==> src/rtl/sys_wdt_mc_if.sv <==
// Memory-mapped slave bus bundle for sys_wdt_mc: address, write data/strobe, combinational read data.
// Latency/backpressure: none at this level; the bus is a plain single-cycle register port.
interface sys_wdt_mc_if #(
    parameter int MM_ADDR_WIDTH = 8,
    parameter int MM_DATA_WIDTH = 16
);
    logic [MM_ADDR_WIDTH-1:0] addr;
    logic [MM_DATA_WIDTH-1:0] wdata;
    logic [MM_DATA_WIDTH-1:0] rdata;
    logic                     we;

    modport master (output addr, output wdata, output we, input rdata);
    modport slave  (input addr, input wdata, input we, output rdata);
endinterface

==> src/rtl/sys_wdt_mc.sv <==
// Multi-channel password-kicked watchdog on the mm slave bus; window kicking when SWDT_WINDOW_EN is defined.
// Latency: writes act next cycle; timeout level 1 cycle after counter reaches 0, irq 1 cycle after the flag.
// Backpressure: none; one write accepted every cycle, reads are combinational from the address.
module sys_wdt_mc #(
    parameter int MM_ADDR_WIDTH = 8,
    parameter int MM_DATA_WIDTH = 16,
    parameter int NUM_CH        = 2,
    parameter int CNT_WIDTH     = 13,
    parameter int REG_ADDR_BASE = 'h20,
    parameter int RST_LOAD      = 'h0960
) (
    input  logic              clk_sys_i,
    input  logic              rst_i,
    sys_wdt_mc_if.slave       mm_s,
    input  logic              clk_8hz_i,
    output logic [NUM_CH-1:0] wdt_ot_o,
    output logic              wdt_irq_o
);

    localparam logic [7:0] CMD_KICK   = 8'h5A;
    localparam logic [7:0] CMD_EXPIRE = 8'hA5;
    localparam logic [CNT_WIDTH-1:0]     LOAD_INIT = CNT_WIDTH'(RST_LOAD);
    localparam logic [MM_ADDR_WIDTH-1:0] STAT_ADDR = MM_ADDR_WIDTH'(REG_ADDR_BASE + 8 * NUM_CH);

    function automatic logic [MM_ADDR_WIDTH-1:0] reg_addr(input int ch, input int ofs);
        return MM_ADDR_WIDTH'(REG_ADDR_BASE + 8 * ch + ofs);
    endfunction

    logic                 tick_smp;
    logic                 tick;
    logic [7:0]           cmd;
    logic [NUM_CH-1:0]    en_vec;
    logic [NUM_CH-1:0]    stat_set;
    logic [NUM_CH-1:0]    stat_clr;
    logic [NUM_CH-1:0]    stat_q;
    logic                 irq_q;
    logic [CNT_WIDTH-1:0] val_arr [NUM_CH];
`ifdef SWDT_WINDOW_EN
    logic [CNT_WIDTH-1:0] win_arr [NUM_CH];
`endif

    // Sample resets high so a tick source already high at release is not an edge.
    always_ff @(posedge clk_sys_i) begin
        if (rst_i) tick_smp <= 1'b1;
        else       tick_smp <= clk_8hz_i;
    end

    assign tick = ~tick_smp & clk_8hz_i;
    assign cmd  = mm_s.wdata[15:8];

    for (genvar n = 0; n < NUM_CH; n++) begin : g_ch
        logic                 ctrl_we;
        logic                 val_we;
        logic                 en_nxt;
        logic                 kick_ok;
        logic                 expired;
        logic                 en_q;
        logic                 ot_q;
        logic [CNT_WIDTH-1:0] val_q;
        logic [CNT_WIDTH-1:0] cnt_q;

        assign ctrl_we = mm_s.we && (mm_s.addr == reg_addr(n, 0));
        assign val_we  = mm_s.we && (mm_s.addr == reg_addr(n, 2));
        // Commands see the enable written in the same cycle.
        assign en_nxt  = ctrl_we ? mm_s.wdata[0] : en_q;
        assign expired = en_q && (cnt_q == '0);

`ifdef SWDT_WINDOW_EN
        logic                 win_we;
        logic [CNT_WIDTH-1:0] win_q;

        assign win_we  = mm_s.we && (mm_s.addr == reg_addr(n, 4));
        assign kick_ok = (cnt_q <= win_q);

        always_ff @(posedge clk_sys_i) begin
            if (rst_i)       win_q <= '1;
            else if (win_we) win_q <= mm_s.wdata[CNT_WIDTH-1:0];
        end

        assign win_arr[n] = win_q;
`else
        assign kick_ok = 1'b1;
`endif

        always_ff @(posedge clk_sys_i) begin
            if (rst_i) begin
                en_q  <= 1'b0;
                ot_q  <= 1'b0;
                val_q <= LOAD_INIT;
                cnt_q <= LOAD_INIT;
            end else begin
                en_q <= en_nxt;
                ot_q <= expired;
                if (val_we) val_q <= mm_s.wdata[CNT_WIDTH-1:0];
                if (!en_nxt) begin
                    cnt_q <= cnt_q;
                end else if (ctrl_we && cmd == CMD_KICK) begin
                    cnt_q <= kick_ok ? val_q : '0;
                end else if (ctrl_we && cmd == CMD_EXPIRE) begin
                    cnt_q <= '0;
                end else if (tick && cnt_q != '0) begin
                    cnt_q <= cnt_q - CNT_WIDTH'(1);
                end
            end
        end

        assign en_vec[n]   = en_q;
        assign val_arr[n]  = val_q;
        assign wdt_ot_o[n] = ot_q;
        // Flag sets on the same edge the timeout level rises.
        assign stat_set[n] = expired & ~ot_q;
    end

    assign stat_clr = (mm_s.we && mm_s.addr == STAT_ADDR) ? mm_s.wdata[NUM_CH-1:0] : '0;

    always_ff @(posedge clk_sys_i) begin
        if (rst_i) begin
            stat_q <= '0;
            irq_q  <= 1'b0;
        end else begin
            stat_q <= (stat_q & ~stat_clr) | stat_set;
            irq_q  <= |stat_q;
        end
    end

    assign wdt_irq_o = irq_q;

    always_comb begin
        mm_s.rdata = '0;
        for (int n = 0; n < NUM_CH; n++) begin
            if (mm_s.addr == reg_addr(n, 0)) mm_s.rdata[0] = en_vec[n];
            if (mm_s.addr == reg_addr(n, 2)) mm_s.rdata[CNT_WIDTH-1:0] = val_arr[n];
`ifdef SWDT_WINDOW_EN
            if (mm_s.addr == reg_addr(n, 4)) mm_s.rdata[CNT_WIDTH-1:0] = win_arr[n];
`endif
        end
        if (mm_s.addr == STAT_ADDR) mm_s.rdata[NUM_CH-1:0] = stat_q;
    end

endmodule

==> src/flat_wrapper.sv <==
// flat-port wrapper written by rule: the top's interface ports become plain ports
module sys_wdt_mc_flat 
#(
    parameter int MM_ADDR_WIDTH = 8,
    parameter int MM_DATA_WIDTH = 16,
    parameter int NUM_CH        = 2,
    parameter int CNT_WIDTH     = 13,
    parameter int REG_ADDR_BASE = 'h20,
    parameter int RST_LOAD      = 'h0960
)
  (clk_sys_i, rst_i, clk_8hz_i, wdt_ot_o, wdt_irq_o, mm_s_addr, mm_s_wdata, mm_s_we, mm_s_rdata);
  sys_wdt_mc_if #(.MM_ADDR_WIDTH(MM_ADDR_WIDTH), .MM_DATA_WIDTH(MM_DATA_WIDTH)) mm_s_i ();
  input  logic clk_sys_i;
  input  logic rst_i;
  input  logic clk_8hz_i;
  output logic [NUM_CH-1:0] wdt_ot_o;
  output logic wdt_irq_o;
  input wire logic [$bits(mm_s_i.addr)-1:0] mm_s_addr;
  input wire logic [$bits(mm_s_i.wdata)-1:0] mm_s_wdata;
  input wire logic [$bits(mm_s_i.we)-1:0] mm_s_we;
  output wire logic [$bits(mm_s_i.rdata)-1:0] mm_s_rdata;
  assign mm_s_i.addr = mm_s_addr;
  assign mm_s_i.wdata = mm_s_wdata;
  assign mm_s_i.we = mm_s_we;
  assign mm_s_rdata = mm_s_i.rdata;
  sys_wdt_mc #(.MM_ADDR_WIDTH(MM_ADDR_WIDTH), .MM_DATA_WIDTH(MM_DATA_WIDTH), .NUM_CH(NUM_CH), .CNT_WIDTH(CNT_WIDTH), .REG_ADDR_BASE(REG_ADDR_BASE), .RST_LOAD(RST_LOAD)) u_core (.clk_sys_i(clk_sys_i), .rst_i(rst_i), .mm_s(mm_s_i), .clk_8hz_i(clk_8hz_i), .wdt_ot_o(wdt_ot_o), .wdt_irq_o(wdt_irq_o));
endmodule
==> config.mk <==
export PLATFORM = sky130hd
export DESIGN_NAME = sys_wdt_mc_flat
export DESIGN_NICKNAME = d
export VERILOG_FILES = /design/src/rtl/sys_wdt_mc_if.sv /design/src/rtl/sys_wdt_mc.sv /design/src/flat_wrapper.sv
export SDC_FILE = /design/constraint.sdc
export NUM_CORES = 1
export LEC_CHECK = 0
export ABC_CLOCK_PERIOD_IN_PS = 1900
export CAP_MARGIN = 20
export CORE_MARGIN = 2
export CORE_UTILIZATION = 51
export CTS_BUF_LIST = sky130_fd_sc_hd__clkbuf_2 sky130_fd_sc_hd__clkbuf_4 sky130_fd_sc_hd__clkbuf_8
export CTS_CLUSTER_DIAMETER = 50
export DETAILED_ROUTE_END_ITERATION = 16
export PLACE_DENSITY_LB_ADDON = 0.3
export SYNTH_ARGS = -nofsm -noshare
export SYNTH_HDL_FRONTEND = slang
export SYNTH_SLANG_ARGS = --single-unit
==> constraint.sdc <==
create_clock -name clk_sys_i -period 1.9 [get_ports clk_sys_i]
set_input_delay 0.285 -clock clk_sys_i [delete_from_list [all_inputs] [get_ports clk_sys_i]]
set_output_delay 0.285 -clock clk_sys_i [all_outputs]
set_load 0.05 [all_outputs]
==> flow_summary.json <==
{
  "status": "finished, violations left",
  "violations": "setup timing",
  "clockBufferDepth": 2,
  "period_minus_slack_ns": 2.07,
  "dr.pass1.iters": 8,
  "power.leakage_nw": 2.21,
  "num_vias": 4260,
  "synth-seq-area-share": 0.369,
  "grt_overflow": 0,
  "max_freq_ghz": 0.482,
  "synth_edf_count": 0,
  "synth_area_leaders": "dfxtp_1 (37%), nand2_1 (8.1%), a21oi_1 (5.4%)",
  "hp-class": "input pin to flip-flop",
  "synth_cell_types": 59,
  "grt_antenna_before_repair": 0,
  "hold_buffers": 0,
  "grt_max_degree": 20,
  "cp.arrival_ns": 2.31,
  "avgSynthCellArea_um2": 8.09,
  "diodes": 0,
  "path_clk_slew_ns": 0.08,
  "yosysTopAreaCellShare": 0.369,
  "ys_async_sr_fraction": 0,
  "start_util": 0.519,
  "wirelength_um": 15300,
  "viasPerCell": 6.75,
  "crit_buf_inv": 1,
  "fin_hold_ws_ns": 0.397,
  "slowest_stage": "or4_4",
  "ys_seq_elements": 60,
  "n_fill_cell": 256,
  "p_per_area_nw_per_um2": 517,
  "grt_pass1_wl_um": 20100,
  "min_period_over_period": 1.09,
  "ios": 47,
  "nNetsFinal": 580,
  "drive_gt1_frac": 0.460,
  "cts_buffers": 9,
  "h-tree-depth": 3,
  "hold_viol": 0,
  "grt_use_total": 0.362,
  "crit_family": "simple AND/OR/NAND/NOR gates",
  "drt_iter0_markers": 652,
  "worst_pin_slew_ns": 0.498,
  "final.setup.worst_slack_ns": -0.173,
  "drcViolationCount": 0,
  "slew_violations": 0,
  "slew_headroom": 0.667,
  "grt_pass1_vias": 4006,
  "core_um2": 6280,
  "die_area_um2": 7050,
  "vdd_ir_drop_max_mv": 0.487,
  "place_hpwl_um": 8150,
  "clk_latency_ns": 0.35,
  "synth_ff_type": "dfxtp_1",
  "cap_violations": 0,
  "cp_max_fo": 3,
  "cts_tree": "yes",
  "die_width_um": 83.9,
  "synthesis.instances": 403,
  "ant_nets": 0,
  "cts.sinks": 60,
  "die_y_um": 83.9,
  "wl_per_cell_um": 24.2,
  "clock_skew_ns": 0.00954,
  "worst_ep_required_time_ns": 2.14,
  "area_growth_pct": 70.4,
  "rows": 29,
  "place.gp.congestion": 0.948,
  "yosysTopAreaCell": "dfxtp_1",
  "rsz0062_at_grt": "yes",
  "synthesis.area_um2": 3260,
  "path_class": "flip-flop to flip-flop",
  "synth_common_cells": "nand2_1 (70), dfxtp_1 (60), a21oi_1 (35)",
  "io_buffers": 43,
  "cp-end-kind": "flip-flop",
  "crit_chain": "buf_6 > or4_4 > nor3_4 > nand2_1 > a221o_1 > a221oi_2 > nor3_1",
  "final-setup-viol-count": 28,
  "yosysMostFrequentCell": "nand2_1",
  "clock-root-buffer": "clkbuf_8",
  "place_ws_ns": -0.682,
  "cp-start-kind": "flip-flop",
  "synth_warnings": 0,
  "slowest_delay_ns": 0.57
}
[where the power goes]
group / internal, mW / leakage [nW] / switching, mW
registers: 1.26 / 0.486 / 0.00255
logic: 0.118 / 1.61 / 0.142
clock network: 0.774 / 0.113 / 0.578
total: 2.15 / 2.21 / 0.723
[cells by family after synthesis]
logic type / share of synthesized area
buf+inv: 0.0583
fa+ha+maj: 0.0115
other cells: 0.00115
mux: 0.0131
flops: 0.369
compound gates: 0.266
simple gates: 0.265
xor+xnor: 0.0161
[per-stage QoR]
step	TNS [ns]	power (mW)	cell area (µm²)	std cells	utilization
after detailed placement	-28.96	1.50	4640	590	0.739
after global routing	-3.93	2.92	5550	631	0.885
after floorplan	-0.0227	1.37	3400	405	-
after global placement	-26.53	1.49	4640	590	0.739
final	-2.38	2.87	5550	631	0.885
after CTS	-0.0837	2.81	5160	618	0.823
[final timing paths]
check | cells past startpoint | endpoint | startpoint | slack (ns)
worst max register to register | 7 | u_core.g_ch[1].cnt_q[9] | u_core.g_ch[1].cnt_q[0] | -0.17
worst min register to register | 2 | u_core.g_ch[0].cnt_q[9] | u_core.g_ch[0].cnt_q[9] | 0.48
worst min-delay path | 4 | u_core.g_ch[0].val_q[9] | mm_s_wdata[9] | 0.40
worst max-delay path | 7 | u_core.g_ch[1].cnt_q[9] | u_core.g_ch[1].cnt_q[0] | -0.17
[worst min-delay path, stage by stage]
cell,delay [ns]
clkbuf_2,0.14
buf_4,0.16
nand2_1,0.06
a21oi_1,0.06
[registers in the layout, indices dropped and copies added, names as in the netlist]
register and cells:
u_core.g_ch.cnt_q 26, u_core.g_ch.val_q 26, u_core.g_ch.en_q 2, u_core.g_ch.ot_q 2, u_core.stat_q 2, u_core.tick_smp 1
u_core.wdt_irq_o 1
[metal layers]
layer	wire [µm]	vias up	track usage
li1	-	1769	-
met1	5230	1997	0.412
met2	7310	377	0.611
met3	1770	117	0.110
met4	937	0	0.183
met5	0	-	0
[layout make-up]
type,count,area [µm²],share of cell area
Timing Repair Buffer,159,1530,0.276
Clock inverter,6,86.3,0.0155
Inverter,15,56.3,0.0101
Sequential cell,60,1210,0.217
Tap cell,77,96.3,0.0173
Multi-Input combinational cell,304,2440,0.439
Clock buffer,10,138,0.0248
[layout by cell type (no fill, tap or decap), types with 4 or more instances in the layout]
master / n
buf_4: 98
nand2_1: 68
dfxtp_1: 56
a21oi_1: 25
nor2_1: 21
buf_12: 17
buf_6: 15
nand3_1: 14
clkdlybuf4s50_1: 13
inv_1: 11
a21oi_2: 11
a22o_4: 10
clkbuf_8: 10
nor3_1: 9
a211oi_2: 7
dlygate4sd2_1: 7
o21ai_0: 6
nor4_2: 5
a32o_1: 5
a221o_1: 5
inv_2: 4
nor2_2: 4
nand4_1: 4
a31oi_1: 4
o21ai_2: 4
a221oi_2: 4
o21ai_1: 4
dfxtp_2: 4
[what timing repair did]
item / 4_1_cts / 5_1_grt
gates resized for setup: 72 / 83
setup buffers: 11 / 12
cloned: 1 / 1
pin swaps: 17 / 51
setup endpoints to repair: 42 / 39
Note: power is estimated with default switching activity, not from simulation.
